===== src/rtl/ctrl_pkg.sv =====
// Shared control definitions for the permutation-datapath sequencers:
// FSM state encoding and default sizing constants reused by the stage controllers.
package ctrl_pkg;

    typedef enum logic [2:0] {
        ST_IDLE    = 3'd0,
        ST_LAUNCH  = 3'd1,
        ST_WAIT    = 3'd2,
        ST_ADVANCE = 3'd3,
        ST_FINISH  = 3'd4
    } state_t;

    localparam int DEF_NSTAGES    = 4;
    localparam int DEF_NROUNDS    = 24;
    localparam int DEF_WDT_CYCLES = 1024;

endpackage


===== src/rtl/round_scheduler_if.sv =====
// Control bus between the round scheduler (slave modport) and its environment (master modport).
// Handshake: start is a level sampled only while idle; stage_start is a one-cycle one-hot launch; stage_done is sampled only in WAIT.
interface round_scheduler_if #(
    parameter int NSTAGES = 4,
    parameter int RW      = 5,
    parameter int SW      = 2
);
    import ctrl_pkg::*;

    logic               start;
    logic               abort;
    logic [NSTAGES-1:0] stage_done;
    logic [NSTAGES-1:0] stage_start;
    logic [SW-1:0]      mem_sel;
    logic               mem_grant;
    logic [RW-1:0]      round_idx;
    logic               busy;
    logic               ok;
    logic               error;
    state_t             state;

    modport master (
        output start, abort, stage_done,
        input  stage_start, mem_sel, mem_grant, round_idx, busy, ok, error, state
    );

    modport slave (
        input  start, abort, stage_done,
        output stage_start, mem_sel, mem_grant, round_idx, busy, ok, error, state
    );

endinterface


===== src/rtl/round_stage_counter.sv =====
// Nested stage/round counter: stage wraps to 0 and bumps round on inc; clr restarts both.
module round_stage_counter #(
    parameter int NSTAGES = 4,
    parameter int NROUNDS = 24,
    parameter int RW      = 5,
    parameter int SW      = 2
) (
    input  logic          clk,
    input  logic          rst,
    input  logic          inc,
    input  logic          clr,
    output logic [SW-1:0] stage,
    output logic [RW-1:0] round,
    output logic          last_stage,
    output logic          last_round
);

    assign last_stage = (stage == SW'(NSTAGES - 1));
    assign last_round = (round == RW'(NROUNDS - 1));

    always_ff @(posedge clk or negedge rst) begin
        if (!rst) begin
            stage <= '0;
            round <= '0;
        end else if (clr) begin
            stage <= '0;
            round <= '0;
        end else if (inc) begin
            if (last_stage) begin
                stage <= '0;
                round <= round + RW'(1);
            end else begin
                stage <= stage + SW'(1);
            end
        end
    end

endmodule


===== src/rtl/round_scheduler.sv =====
// Round scheduler: runs NSTAGES stage controllers in order for NROUNDS rounds and owns the lane-memory port.
// Optional stage watchdog is built when ROUND_SCHED_WATCHDOG_EN is defined.
module round_scheduler
    import ctrl_pkg::*;
#(
    parameter int NSTAGES    = DEF_NSTAGES,
    parameter int NROUNDS    = DEF_NROUNDS,
    parameter int RW         = 5,
    parameter int SW         = 2,
    parameter int WDT_CYCLES = DEF_WDT_CYCLES
) (
    input logic              clk,
    input logic              rst,
    round_scheduler_if.slave bus
);

    if (NSTAGES < 2 || NSTAGES > (1 << SW)) begin : g_bad_nstages
        $error("round_scheduler: NSTAGES must be in 2..2**SW");
    end
    if (NROUNDS < 1 || NROUNDS > (1 << RW)) begin : g_bad_nrounds
        $error("round_scheduler: NROUNDS must be in 1..2**RW");
    end
    if (WDT_CYCLES < 2) begin : g_bad_wdt
        $error("round_scheduler: WDT_CYCLES must be at least 2");
    end

    state_t             state;
    logic [NSTAGES-1:0] launch_q;
    logic               grant_q;
    logic               busy_q;
    logic               ok_q;

    logic [SW-1:0] stage;
    logic [SW-1:0] next_stage;
    logic [RW-1:0] round;
    logic          last_stage;
    logic          last_round;
    logic          cnt_inc;
    logic          cnt_clr;
    logic          done_sel;

    // Only the selected stage's done bit matters; the others are masked here.
    assign done_sel   = bus.stage_done[stage];
    assign next_stage = last_stage ? '0 : stage + SW'(1);
    assign cnt_clr    = (state == ST_IDLE) && bus.start;
    assign cnt_inc    = (state == ST_ADVANCE) && !bus.abort && !(last_stage && last_round);

    round_stage_counter #(
        .NSTAGES (NSTAGES),
        .NROUNDS (NROUNDS),
        .RW      (RW),
        .SW      (SW)
    ) u_counter (
        .clk        (clk),
        .rst        (rst),
        .inc        (cnt_inc),
        .clr        (cnt_clr),
        .stage      (stage),
        .round      (round),
        .last_stage (last_stage),
        .last_round (last_round)
    );

`ifdef ROUND_SCHED_WATCHDOG_EN
    localparam int WDW = $clog2(WDT_CYCLES);
    logic [WDW-1:0] wdt;
    logic           err_q;
`endif

    always_ff @(posedge clk or negedge rst) begin
        if (!rst) begin
            state    <= ST_IDLE;
            launch_q <= '0;
            grant_q  <= 1'b0;
            busy_q   <= 1'b0;
            ok_q     <= 1'b0;
`ifdef ROUND_SCHED_WATCHDOG_EN
            wdt      <= '0;
            err_q    <= 1'b0;
`endif
        end else begin
            launch_q <= '0;
            ok_q     <= 1'b0;
            case (state)
                ST_IDLE: begin
                    if (bus.start) begin
                        state    <= ST_LAUNCH;
                        launch_q <= NSTAGES'(1);
                        grant_q  <= 1'b1;
                        busy_q   <= 1'b1;
`ifdef ROUND_SCHED_WATCHDOG_EN
                        err_q    <= 1'b0;
`endif
                    end
                end
                ST_LAUNCH: begin
                    if (bus.abort) begin
                        state   <= ST_IDLE;
                        grant_q <= 1'b0;
                        busy_q  <= 1'b0;
                    end else begin
                        state <= ST_WAIT;
`ifdef ROUND_SCHED_WATCHDOG_EN
                        wdt   <= '0;
`endif
                    end
                end
                ST_WAIT: begin
                    if (bus.abort) begin
                        state   <= ST_IDLE;
                        grant_q <= 1'b0;
                        busy_q  <= 1'b0;
                    end else if (done_sel) begin
                        state   <= ST_ADVANCE;
                        grant_q <= 1'b0;
`ifdef ROUND_SCHED_WATCHDOG_EN
                    end else if (wdt == WDW'(WDT_CYCLES - 1)) begin
                        state   <= ST_IDLE;
                        grant_q <= 1'b0;
                        busy_q  <= 1'b0;
                        err_q   <= 1'b1;
                    end else begin
                        wdt <= wdt + WDW'(1);
`endif
                    end
                end
                ST_ADVANCE: begin
                    if (bus.abort) begin
                        state  <= ST_IDLE;
                        busy_q <= 1'b0;
                    end else if (last_stage && last_round) begin
                        state <= ST_FINISH;
                        ok_q  <= 1'b1;
                    end else begin
                        state    <= ST_LAUNCH;
                        launch_q <= NSTAGES'(1) << next_stage;
                        grant_q  <= 1'b1;
                    end
                end
                ST_FINISH: begin
                    state  <= ST_IDLE;
                    busy_q <= 1'b0;
                end
                default: begin
                    state   <= ST_IDLE;
                    grant_q <= 1'b0;
                    busy_q  <= 1'b0;
                end
            endcase
        end
    end

    assign bus.stage_start = launch_q;
    assign bus.mem_sel     = stage;
    assign bus.mem_grant   = grant_q;
    assign bus.round_idx   = round;
    assign bus.busy        = busy_q;
    assign bus.ok          = ok_q;
    assign bus.state       = state;
`ifdef ROUND_SCHED_WATCHDOG_EN
    assign bus.error       = err_q;
`else
    assign bus.error       = 1'b0;
`endif

endmodule


===== src/flat_wrapper.sv =====
// flat-port wrapper written by rule: the top's interface ports become plain ports
module round_scheduler_flat import ctrl_pkg::*;
#(
    parameter int NSTAGES    = DEF_NSTAGES,
    parameter int NROUNDS    = DEF_NROUNDS,
    parameter int RW         = 5,
    parameter int SW         = 2,
    parameter int WDT_CYCLES = DEF_WDT_CYCLES
)
  (clk, rst, bus_start, bus_abort, bus_stage_done, bus_stage_start, bus_mem_sel, bus_mem_grant, bus_round_idx, bus_busy, bus_ok, bus_error, bus_state);
  round_scheduler_if #(.NSTAGES(NSTAGES), .RW(RW), .SW(SW)) bus_i ();
  input logic clk;
  input logic rst;
  input wire logic [$bits(bus_i.start)-1:0] bus_start;
  input wire logic [$bits(bus_i.abort)-1:0] bus_abort;
  input wire logic [$bits(bus_i.stage_done)-1:0] bus_stage_done;
  output wire logic [$bits(bus_i.stage_start)-1:0] bus_stage_start;
  output wire logic [$bits(bus_i.mem_sel)-1:0] bus_mem_sel;
  output wire logic [$bits(bus_i.mem_grant)-1:0] bus_mem_grant;
  output wire logic [$bits(bus_i.round_idx)-1:0] bus_round_idx;
  output wire logic [$bits(bus_i.busy)-1:0] bus_busy;
  output wire logic [$bits(bus_i.ok)-1:0] bus_ok;
  output wire logic [$bits(bus_i.error)-1:0] bus_error;
  output wire logic [$bits(bus_i.state)-1:0] bus_state;
  assign bus_i.start = bus_start;
  assign bus_i.abort = bus_abort;
  assign bus_i.stage_done = bus_stage_done;
  assign bus_stage_start = bus_i.stage_start;
  assign bus_mem_sel = bus_i.mem_sel;
  assign bus_mem_grant = bus_i.mem_grant;
  assign bus_round_idx = bus_i.round_idx;
  assign bus_busy = bus_i.busy;
  assign bus_ok = bus_i.ok;
  assign bus_error = bus_i.error;
  assign bus_state = bus_i.state;
  round_scheduler #(.NSTAGES(NSTAGES), .NROUNDS(NROUNDS), .RW(RW), .SW(SW), .WDT_CYCLES(WDT_CYCLES)) u_core (.clk(clk), .rst(rst), .bus(bus_i));
endmodule

===== config.mk =====
export PLATFORM = sky130hd
export DESIGN_NAME = round_scheduler_flat
export DESIGN_NICKNAME = d
export VERILOG_FILES = /design/src/rtl/ctrl_pkg.sv /design/src/rtl/round_scheduler_if.sv /design/src/rtl/round_stage_counter.sv /design/src/rtl/round_scheduler.sv /design/src/flat_wrapper.sv
export SDC_FILE = /design/constraint.sdc
export NUM_CORES = 1
export LEC_CHECK = 0
export ABC_AREA = 1
export BUFFER_PORTS_ARGS = -buffer_cell sky130_fd_sc_hd__buf_2
export CAP_MARGIN = 30
export CELL_PAD_IN_SITES_DETAIL_PLACEMENT = 0
export CELL_PAD_IN_SITES_GLOBAL_PLACEMENT = 2
export CORE_ASPECT_RATIO = 1.4
export CORE_MARGIN = 2
export CORE_UTILIZATION = 26
export CTS_BUF_LIST = sky130_fd_sc_hd__clkbuf_8
export CTS_CLUSTER_DIAMETER = 200
export DETAILED_ROUTE_END_ITERATION = 10
export GPL_ROUTABILITY_DRIVEN = 0
export PLACE_DENSITY_LB_ADDON = 0.1
export SYNTH_ARGS = -nofsm -noshare
export SYNTH_HDL_FRONTEND = slang
export SYNTH_SLANG_ARGS = --single-unit

===== constraint.sdc =====
create_clock -name clk -period 1.6 [get_ports clk]
set_input_delay 0.16 -clock clk [delete_from_list [all_inputs] [get_ports clk]]
set_output_delay 0.16 -clock clk [all_outputs]
set_load 0.03 [all_outputs]

==> reports/qor.csv <==
metric,value,unit
outcome,completed,
Synth Warn #,0,
FF-to-FF setup slack,0.16,ns
register area share after synthesis,0.454,
hold path cells,3,
Die Footprint,0.00411,mm2
die width,54.7,um
clock tree sinks,17,
slowest library cell on the worst path,dfrtp_1,
Core Region,0.00341,mm2
ys async rst share,1.00,
crit share post-route,0.900,
CTS buffer count,3,
setup TNS,0,ns
pins over their slew limit,0,
Yosys reg bits,17,
all-layer global routing usage,0.124,
CP Launch Type,flop,
hold path start,bus_start,
"EDFF count, synth",0,
CTS tree,yes,
Yosys top cell area share,0.454,
crit path max fanout,6,
Post-synth top cells,"25 x nand2_1, 18 x inv_1, 17 x dfrtp_1",
Crit Path Category,reg2reg,
Cells after Synth,114,
hold slack,0.263,ns
CP cell instances,ha_1 -> nand2_1 -> nor2_2 -> nand2_2 -> nand3_2 -> nand2_4 -> nand3_1 -> nand2_1 -> nor2_2,
Max stage delay on crit path,0.42,ns
WL/cell,11.7,um
Initial DRC Count,11,
worst r2r path cells,9,
area grow syn2layout,24.3,%
Remaining DRCs,0,
DIE HEIGHT,75.0,um
Max IR drop VDD,551,uV
DR pass1 iterations,4,
clk slew on worst S/H paths,0.06,ns
DR vias,803,
non-filler cells in the finished layout,183,
final hold violations,0,
Antenna diodes,0,
routed wire length,2150,um
WP data arrival,1.58,ns
DP Wirelength,1710,um
RSZ-0062 raised after global routing,false,
largest net degree at the start of global routing,18,
final setup margin,0.159,ns
Synth Flop Type,dfrtp_1,
cell area after layout,0.00116,mm2
Syn Nets,127,
HP Class,in2reg,
Core Rows,25,
top-count cell post-synth,nand2_1,
starting density of the core,0.275,
Pleak,0.674,nW
pre-CTS setup slack,0.145,ns
antenna violations before repair,0,
clock root cell,clkbuf_8,
Min-Delay Endpoint,u_core.bus.stage_start[0],
clock network latency to the later pin of the worst-skew pair,0.25,ns
syn avg cell area,8.22,um2
fmax,694,MHz
Pwr Density,1430,mW/mm2
fillcell total,376,
Overflow after GRT,0,
endpoints failing setup,0,
number of global-route vias before repair,838,
skew final,0.00112,ns
share of cells above drive strength 1,0.315,
Routed Antenna Nets,0,
largest area contributor in the netlist,dfrtp_1,
Final Power,1.67,mW
RR Startpoint,u_core.u_counter.stage[1],
first-pass GRT wire length,3600,um
placed cell areas,0.00111,mm2
PortBufs,24,
Final #Nets,157,
max_cap viols,0,
placed cell count,178,
post-layout util,0.342,
Tmin final,1.44,ns
mapped cell area,937,um2
worst path required time,1.74,ns
worst path bufs/invs,0,
R2R Path End,u_core.u_counter.round[2],
number of top-level pins,26,
clk buf depth,2,
"top cells by area, synth","dfrtp_1 45%, nand2_1 10%, inv_1 7.2%, ha_1 6.7%, nand3_1 5.9%",
Setup crit end kind,flop,
# H-tree levels,1,
"delay-heaviest family, CP",simple AND/OR/NAND/NOR gates,
postcts setup bufs,0,
Yosys cell types,20,
vias per cell,4.39,
-- tightest hold or removal path: cells and delay by family --
family / cells / cell delay (ns)
buffers and inverters: 1 / 0.11
and+or+nand+nor: 2 / 0.20
-- worst max path at each step --
stage               cells past startpoint                       from                        end  slack (ns)
detailed placement                      9  u_core.u_counter.round[0]  u_core.u_counter.round[2]        0.14
CTS                                     9  u_core.u_counter.round[0]  u_core.u_counter.round[0]        0.13
global route                            9  u_core.u_counter.stage[1]  u_core.u_counter.round[2]        0.01
floorplan                               8  u_core.u_counter.stage[0]  u_core.u_counter.round[2]        0.08
global placement                        9  u_core.u_counter.round[0]  u_core.u_counter.round[0]        0.19
finish                                  9  u_core.u_counter.stage[1]  u_core.u_counter.round[2]        0.16
-- power by group --
| group | switching [mW] | internal (mW) |
|---|---|---|
| logic | 0.538 | 0.240 |
| registers | 0.0634 | 0.516 |
| clock network | 0.140 | 0.170 |
-- timing repair --
action	4_1_cts	5_1_grt
gates resized for setup	0	1
hold endpoints to repair	17	0
endpoints found under the setup margin	0	1
hold buffers	1	0
-- layout make-up --
class                           count  area, um2  area share
Clock buffer                        3       41.3      0.0354
Inverter                           21       78.8      0.0677
Multi-Input combinational cell     75        428       0.367
Timing Repair Buffer               26        138       0.118
Tap cell                           40       50.0      0.0430
Clock inverter                      1       3.75     0.00322
Sequential cell                    17        425       0.365
-- layer usage --
layer	vias up	wire length [um]	global-route usage
met4	0	23	0.0583
li1	403	-	-
met1	383	890	0.133
met2	15	1150	0.228
met5	-	0	0
met3	2	83	0.0179
-- flip-flops by register name, summed over array words and instances, names as in the netlist --
| signal | count |
|---|---|
| u_core.bus.state | 3 |
| u_core.bus.stage_start | 4 |
| u_core.bus.mem_grant | 1 |
| u_core.bus.busy | 1 |
| u_core.u_counter.round | 5 |
| u_core.bus.ok | 1 |
| u_core.u_counter.stage | 2 |
-- cells in the final DEF, fill, tap and decap left out, types with 2 or more instances in the layout --
master	n
o21ai_1	3
a21oi_1	2
inv_2	3
nor2_1	10
nand2_4	3
xnor2_1	2
nand3_1	11
nand2_1	25
ha_1	4
o21ai_0	2
inv_1	19
buf_2	24
nor2_2	3
nor2_4	2
dfrtp_1	17
nand2_2	3
clkbuf_8	3
-- kinds of logic after synthesis --
kind of cell	after synthesis	synth area share
buf+inv	22	0.0921
compound gates	9	0.0547
xor+xnor	2	0.0187
flops	17	0.454
other cells	1	0.00400
simple gates	58	0.310
fa+ha+maj	5	0.0668
No activity file was read; power rests on OpenSTA's default activity.
